===== src/rtl/toggle_req_gen_if.sv =====
// Bundle of the button-side and toggle-request signals of toggle_req_gen.
// master: the request generator (drives the outputs, reads the raw button).
// slave:  the consumer (drives the raw button, reads the outputs).
interface toggle_req_gen_if;
  logic       btn_in;      // raw, asynchronous, bouncy button level
  logic       T;           // one-cycle toggle request for the T flip-flop
  logic       btn_level;   // debounced, committed button level
  logic       busy;        // FSM is qualifying a candidate level change
  logic [7:0] toggle_cnt;  // T pulses emitted, modulo 256

  modport master (
    input  btn_in,
    output T,
    output btn_level,
    output busy,
    output toggle_cnt
  );

  modport slave (
    output btn_in,
    input  T,
    input  btn_level,
    input  busy,
    input  toggle_cnt
  );
endinterface


===== src/rtl/toggle_req_gen.sv =====
// Push-button front end for a T flip-flop: two-flop synchroniser, a
// consecutive-sample debounce counter driven by a 4-state FSM, a single
// registered T pulse per accepted press and a wrapping pulse counter.
// Legal parameters: DEBOUNCE_CYCLES in 2..255 and 2**CNT_W > DEBOUNCE_CYCLES.
module toggle_req_gen #(
  parameter int DEBOUNCE_CYCLES = 16,
  parameter int CNT_W           = 8
) (
  input  logic             clk,
  input  logic             rst,
  toggle_req_gen_if.master io_bus
);

  // State encoding; all four 2-bit codes are used, the default arm still
  // forces IDLE so a corrupted register can never lock the FSM.
  localparam logic [1:0] S_IDLE      = 2'd0;
  localparam logic [1:0] S_WAIT_HIGH = 2'd1;
  localparam logic [1:0] S_HIGH      = 2'd2;
  localparam logic [1:0] S_WAIT_LOW  = 2'd3;

  // Counter value on the sample that completes qualification.
  localparam logic [CNT_W-1:0] LP_CNT_LAST = CNT_W'(DEBOUNCE_CYCLES - 1);
  localparam logic [CNT_W-1:0] LP_CNT_ONE  = CNT_W'(1);

  logic             r_sync0;
  logic             r_sync1;
  logic [1:0]       r_state;
  logic [CNT_W-1:0] r_cnt;
  logic             r_t;
  logic             r_btn_level;
  logic [7:0]       r_toggle_cnt;

  logic [1:0]       w_state_next;
  logic [CNT_W-1:0] w_cnt_next;
  logic             w_level_next;
  logic             w_pulse;

  // Two-flop synchroniser; only r_sync1 is allowed downstream.
  always_ff @(posedge clk) begin
    if (rst) begin
      r_sync0 <= 1'b0;
      r_sync1 <= 1'b0;
    end else begin
      r_sync0 <= io_bus.btn_in;
      r_sync1 <= r_sync0;
    end
  end

  // Debounce FSM next-state, counter and pulse decision.
  always_comb begin
    w_state_next = r_state;
    w_cnt_next   = r_cnt;
    w_level_next = r_btn_level;
    w_pulse      = 1'b0;
    case (r_state)
      S_IDLE: begin
        if (r_sync1) begin
          w_state_next = S_WAIT_HIGH;
          w_cnt_next   = LP_CNT_ONE;
        end else begin
          w_cnt_next   = '0;
        end
      end
      S_WAIT_HIGH: begin
        if (!r_sync1) begin
          // Bounce: fall back to the committed low level, no pulse.
          w_state_next = S_IDLE;
          w_cnt_next   = '0;
        end else if (r_cnt == LP_CNT_LAST) begin
          w_state_next = S_HIGH;
          w_level_next = 1'b1;
          w_pulse      = 1'b1;
          w_cnt_next   = '0;
        end else begin
          w_cnt_next   = r_cnt + LP_CNT_ONE;
        end
      end
      S_HIGH: begin
        if (!r_sync1) begin
          w_state_next = S_WAIT_LOW;
          w_cnt_next   = LP_CNT_ONE;
        end
      end
      S_WAIT_LOW: begin
        if (r_sync1) begin
          // Release bounce: the button is still committed high.
          w_state_next = S_HIGH;
          w_cnt_next   = '0;
        end else if (r_cnt == LP_CNT_LAST) begin
          // Accepted release commits low but never requests a toggle.
          w_state_next = S_IDLE;
          w_level_next = 1'b0;
          w_cnt_next   = '0;
        end else begin
          w_cnt_next   = r_cnt + LP_CNT_ONE;
        end
      end
      default: begin
        w_state_next = S_IDLE;
        w_cnt_next   = '0;
        w_level_next = 1'b0;
      end
    endcase
  end

  // FSM state and debounce counter registers.
  always_ff @(posedge clk) begin
    if (rst) begin
      r_state <= S_IDLE;
      r_cnt   <= '0;
    end else begin
      r_state <= w_state_next;
      r_cnt   <= w_cnt_next;
    end
  end

  // Registered outputs: T lasts exactly the cycle after the accepting edge.
  always_ff @(posedge clk) begin
    if (rst) begin
      r_t          <= 1'b0;
      r_btn_level  <= 1'b0;
      r_toggle_cnt <= 8'd0;
    end else begin
      r_t         <= w_pulse;
      r_btn_level <= w_level_next;
      if (w_pulse) begin
        r_toggle_cnt <= r_toggle_cnt + 8'd1;
      end
    end
  end

  assign io_bus.T          = r_t;
  assign io_bus.btn_level  = r_btn_level;
  assign io_bus.toggle_cnt = r_toggle_cnt;
  assign io_bus.busy       = (r_state == S_WAIT_HIGH) || (r_state == S_WAIT_LOW);

endmodule


===== src/flat_wrapper.sv =====
// flat-port wrapper written by rule: the top's interface ports become plain ports
module toggle_req_gen_flat 
#(
  parameter int DEBOUNCE_CYCLES = 16,
  parameter int CNT_W           = 8
)
  (clk, rst, io_bus_btn_in, io_bus_T, io_bus_btn_level, io_bus_busy, io_bus_toggle_cnt);
  toggle_req_gen_if io_bus_i ();
  input  logic clk;
  input  logic rst;
  input wire logic [$bits(io_bus_i.btn_in)-1:0] io_bus_btn_in;
  output wire logic [$bits(io_bus_i.T)-1:0] io_bus_T;
  output wire logic [$bits(io_bus_i.btn_level)-1:0] io_bus_btn_level;
  output wire logic [$bits(io_bus_i.busy)-1:0] io_bus_busy;
  output wire logic [$bits(io_bus_i.toggle_cnt)-1:0] io_bus_toggle_cnt;
  assign io_bus_i.btn_in = io_bus_btn_in;
  assign io_bus_T = io_bus_i.T;
  assign io_bus_btn_level = io_bus_i.btn_level;
  assign io_bus_busy = io_bus_i.busy;
  assign io_bus_toggle_cnt = io_bus_i.toggle_cnt;
  toggle_req_gen #(.DEBOUNCE_CYCLES(DEBOUNCE_CYCLES), .CNT_W(CNT_W)) u_core (.clk(clk), .rst(rst), .io_bus(io_bus_i));
endmodule

===== config.mk =====
export PLATFORM = sky130hd
export DESIGN_NAME = toggle_req_gen_flat
export DESIGN_NICKNAME = d
export VERILOG_FILES = /design/src/rtl/toggle_req_gen_if.sv /design/src/rtl/toggle_req_gen.sv /design/src/flat_wrapper.sv
export SDC_FILE = /design/constraint.sdc
export NUM_CORES = 1
export LEC_CHECK = 0
export ABC_AREA = 1
export CAP_MARGIN = 20
export CORE_ASPECT_RATIO = 1.1
export CORE_MARGIN = 10
export CORE_UTILIZATION = 48
export CTS_CLUSTER_DIAMETER = 100
export CTS_CLUSTER_SIZE = 20
export DETAILED_ROUTE_END_ITERATION = 8
export GPL_ROUTABILITY_DRIVEN = 0
export GPL_TIMING_DRIVEN = 1
export PLACE_DENSITY = 0.81
export SYNTH_ARGS = -nofsm -noshare
export SYNTH_HDL_FRONTEND = slang
export SYNTH_SLANG_ARGS = --single-unit
export TNS_END_PERCENT = 5

===== constraint.sdc =====
create_clock -name clk -period 1.2 [get_ports clk]
set_input_delay 0.12 -clock clk [delete_from_list [all_inputs] [get_ports clk]]
set_output_delay 0.12 -clock clk [all_outputs]
set_load 0.01 [all_outputs]

### After elaboration in Yosys (flattened, before gate mapping)

Cells that the tools add are included.

* flip-flop bits (word level): 22
* input port bits: 3
* output and inout bits: 11

* mux-type cells: 21
* reduce and logical (&&, ||, !) cells: 5
* add/subtract/negate cells: 2
* equality and inequality tests: 12

Operators with widths (number)
* $mux 8: 4
* $pmux 8 s4: 1
* $add 8x1->8 const B: 2
* $mux 2: 6
* $eq 8x4->1 const B: 1
* $mux 1: 8
* $ne 2x1->1 const B: 4
* $pmux 2 s4: 1
* $reduce_and 5->1: 1
* $eq 2x2->1 const B: 2
* $ne 2x2->1 const B: 2
* $reduce_and 4->1: 1
* $ne 3x1->1 const B: 1
* $ne 3x3->1 const B: 1
* $eq 2x1->1 const B: 1
* $logic_not 2->1: 1
* $pmux 1 s2: 1
* $reduce_bool 2->1: 1
* $logic_or 1x1->1: 1

### Depth between registers and ports, before layout

* depth in word-level cells: 4
* gate-level depth with buffers: 8
* gate-level depth less buffers: 8

### Least setup slack after synthesis

Ideal clock, no wire load.

* path type: register to register
* from: register u_core.r_cnt[1]
* to: register with a tool-made name
* data required time: 1084 ps
* path slack: -47 ps
* library setup time: 116 ps
* period minus slack after synthesis: 1247 ps
* stages on the path, launching flop included: 7
* arrival time: 1132 ps
* cells stage by stage: dfxtp_1 -> ha_1 -> nand3_1 -> nor2_4 -> nand2_2 -> o21ai_0 -> nor2_1

RTL lines
* from (decl): line toggle_req_gen.sv:28 `logic [CNT_W-1:0] r_cnt;`
* from (signal assigned): line toggle_req_gen.sv:113 `r_cnt <= w_cnt_next;`

### Final worst setup path

* from: register u_core.r_cnt[0]
* to: register u_core.r_toggle_cnt[7] (netlist: u_core.io_bus.toggle_cnt[7])

* cells in the longest elaborated chain, start to end: 4

Ends and longest elaborated chain
* $eq 8x4->1: line toggle_req_gen.sv:69 `end else if (r_cnt == LP_CNT_LAST) begin`
* $mux 1: line toggle_req_gen.sv:69
* $mux 1: line toggle_req_gen.sv:65 `if (!r_sync1) begin`
* $mux 1: line toggle_req_gen.sv:55 `case (r_state)`
* to (signal assigned): line toggle_req_gen.sv:127 `r_toggle_cnt <= r_toggle_cnt + 8'd1;`
* to (decl): line toggle_req_gen.sv:31 `logic [7:0] r_toggle_cnt;`

Every way passes these cells.
A chain may end at the register's enable or synchronous reset.

==> flow_summary.json <==
{
  "rr_worst_depth": 7,
  "pin_count": 14,
  "drive_above_1_share": 0.263,
  "wl_met1_um": 1110,
  "final_cell_mix": "nand2_1 (51), inv_1 (18), nor2_1 (14), buf_4 (14), dfxtp_1 (13)",
  "synth-seq-cells": 22,
  "synth_top_area_frac": 0.384,
  "hold_viol": 0,
  "rsz0062_at_grt": "yes",
  "required_ps": 1450,
  "cp_max_fo": 8,
  "violations": "negative setup slack",
  "fin_crit_ps": 1290,
  "crit_start": "u_core.r_cnt[0]$_SDFFE_PP0P_",
  "power_density_nw_per_um2": 753,
  "crit_slowest_cell": "dfxtp_2",
  "insertion_delay_ps": 310,
  "utilization": 0.649,
  "grt_max_degree": 13,
  "power.static_leakage_nw": 0.674,
  "finClkSkew_ps": 5.92,
  "grt_pass1_wl_um": 4810,
  "grt-ovfl-total": 0,
  "initial_core_util": 0.504,
  "slew_headroom": 0.809,
  "peakVddDrop_mv": 0.609,
  "synth_area_leader_cell": "dfxtp_1",
  "cts_buffer_depth": 2,
  "fp.dieArea_um2": 4740,
  "dr.pass1.iters": 6,
  "worstMarginPinSlew_ps": 285,
  "cp_common_cell": "nor2_4",
  "period_share": 1.08,
  "grt_pass1_vias": 1182,
  "critical_path_class": "register to register",
  "r2r_end": "u_core.io_bus.toggle_cnt[7]$_SDFFE_PP0P_",
  "dp.cells": 221,
  "io_buffers": 13,
  "antenna_found_initial": 0,
  "dr_wl_met3_um": 191,
  "drc": 0,
  "avgViaCountPerCell": 5.05,
  "syn-num-nets": 171,
  "cp.arrival_ps": 1540,
  "die_y_um": 71.3,
  "crit_path_end": "u_core.io_bus.toggle_cnt[7]$_SDFFE_PP0P_",
  "hp-class": "input pin to register",
  "cts_tree": "yes",
  "layout_commonest_cell": "nand2_1",
  "clock_sinks": 22,
  "top_layer_used": "met4",
  "fmax_mhz": 774,
  "hpwl_um": 2090,
  "synth_area_um2": 1150,
  "avgSynthCellArea_um2": 6.90,
  "critPathLaunchType": "register",
  "syn_inst": 166,
  "clock-root-buffer": "clkbuf_4",
  "drt_wl_total_um": 2820,
  "dr_wl_met2_um": 1500,
  "core_area_um2": 2270,
  "fin_ws_ps": -91.5,
  "ctsHoldBuffers": 0,
  "diodes": 0,
  "status": "finished, violations left",
  "slew_violations": 0,
  "yosys_warnings": 0,
  "clk_pin_slew_ps": 110,
  "setup_viol_count_final": 10,
  "finalNonFillerCells": 224,
  "numCtsBuffers": 3,
  "synth_cell_type_count": 24,
  "path_cells": "ha_4, nand2_4, nor2_4, nand3_4, nor2_4, nand2_1, a21oi_2",
  "rrSetupSlack_ps": -90,
  "area_growth_syn_to_layout_pct": 28.8,
  "num_rows": 18,
  "r2r_start": "u_core.r_cnt[0]$_SDFFE_PP0P_",
  "grt_usage": 0.120,
  "hold_ws_ps": 329,
  "wl_per_cell_um": 12.6,
  "fin_nets": 201,
  "drv_cap": 0,
  "crit_path_max_incr_delay_ps": 370,
  "first_iter_violations": 64,
  "seq_area_frac_synth": 0.384,
  "synth_area_leaders": "dfxtp_1 (38%), nand2_1 (17%), inv_1 (5.9%), nor2_1 (4.9%), a21oi_1 (4.8%)",
  "drtAntennaViolNets": 0,
  "fp.dieW_um": 66.6,
  "htreeDepth": 1,
  "dr_total_vias": 1131,
  "worst_setup_path_end_kind": "register"
}
## synthesized netlist by cell type, drive strengths merged
library cell / count
nand2: 55
dfxtp: 22
nor2: 21
inv: 20
nand3: 14
a21oi: 12
nand4: 5
o21ai: 5
clkbuf: 2
clkinv: 2
ha: 2
xor2: 2
a21o: 1
nor3: 1
o211ai: 1
xnor2: 1
## cells by family (layout without fill, tap and decap cells)
group | count (synthesis) | count (layout) | synth area share
AO/OA/AOI/OAI | 19 | 19 | 0.0917
XOR/XNOR | 3 | 3 | 0.0229
adder cells (fa/ha/maj) | 2 | 2 | 0.0218
buffers and inverters | 24 | 52 | 0.0786
flip-flops | 22 | 22 | 0.384
AND/OR/NAND/NOR | 96 | 96 | 0.401
## where the power goes
part / switching (W) / internal [W] / leakage (nW)
logic: 0.0000245 / 0.0000145 / 0.478
clock network: 0.000216 / 0.000117 / 0.0138
registers: 0.00000477 / 0.000735 / 0.182
## critical path: cells and delay by family, from the launching register on
family,cells,cell delay (ps)
flops,1,370
simple gates,5,580
compound gates,1,130
fa+ha+maj,1,160
## worst min path at each step
stage,end,start,slack (ps),depth (start not counted)
global placement,u_core.r_sync1$_SDFF_PP0_,u_core.r_sync0$_SDFF_PP0_,390,2
finish,u_core.r_sync0$_SDFF_PP0_,io_bus_btn_in,330,3
global route,u_core.r_sync0$_SDFF_PP0_,io_bus_btn_in,360,3
CTS,u_core.r_sync0$_SDFF_PP0_,io_bus_btn_in,320,3
floorplan,u_core.io_bus.toggle_cnt[7]$_SDFFE_PP0P_,rst,180,1
detailed placement,u_core.r_sync1$_SDFF_PP0_,u_core.r_sync0$_SDFF_PP0_,400,2
## sequential cells by signal, summed over array words and instances (netlist names), named ones only
name and count:
u_core.r_cnt 8, u_core.io_bus.btn_level 1, u_core.io_bus.T 1, u_core.r_sync1 1
u_core.r_sync0 1, u_core.r_state 1, u_core.io_bus.toggle_cnt 8
## layout make-up
type / instances / area [um2]
Timing Repair Buffer: 27 / 221
Fill cell: 217 / 798
Tap cell: 30 / 37.5
Clock buffer: 3 / 22.5
Multi-Input combinational cell: 120 / 661
Inverter: 22 / 82.6
Sequential cell: 22 / 452
## layer usage
layer	vias to the layer above	global-route usage
li1	584	-
met1	511	0.123
met2	34	0.212
met3	2	0.0498
met4	0	0.0396
met5	-	0
## through the flow
| step | TNS (ps) | area [um2] | worst slack (ps) | power, W |
|---|---|---|---|---|
| floorplan | 0 | 1150 | 10.8 | 0.000774 |
| detailed placement | -1850 | 1420 | -155 | 0.000793 |
| global placement | -728 | 1420 | -79.4 | 0.000791 |
| finish | -488 | 1480 | -91.5 | 0.00111 |
| global route | -1340 | 1480 | -170 | 0.00114 |
| CTS | -821 | 1450 | -180 | 0.00111 |
## repair_timing
item / in CTS / in global routing
hold endpoints to repair: 0 / 0
buffers inserted: 0 / 0
gates resized for setup: 17 / 13
endpoints found under the setup margin: 23 / 19
cloned: 0 / 0
pin swaps: 2 / 4
(Power assumes the default switching activity.)
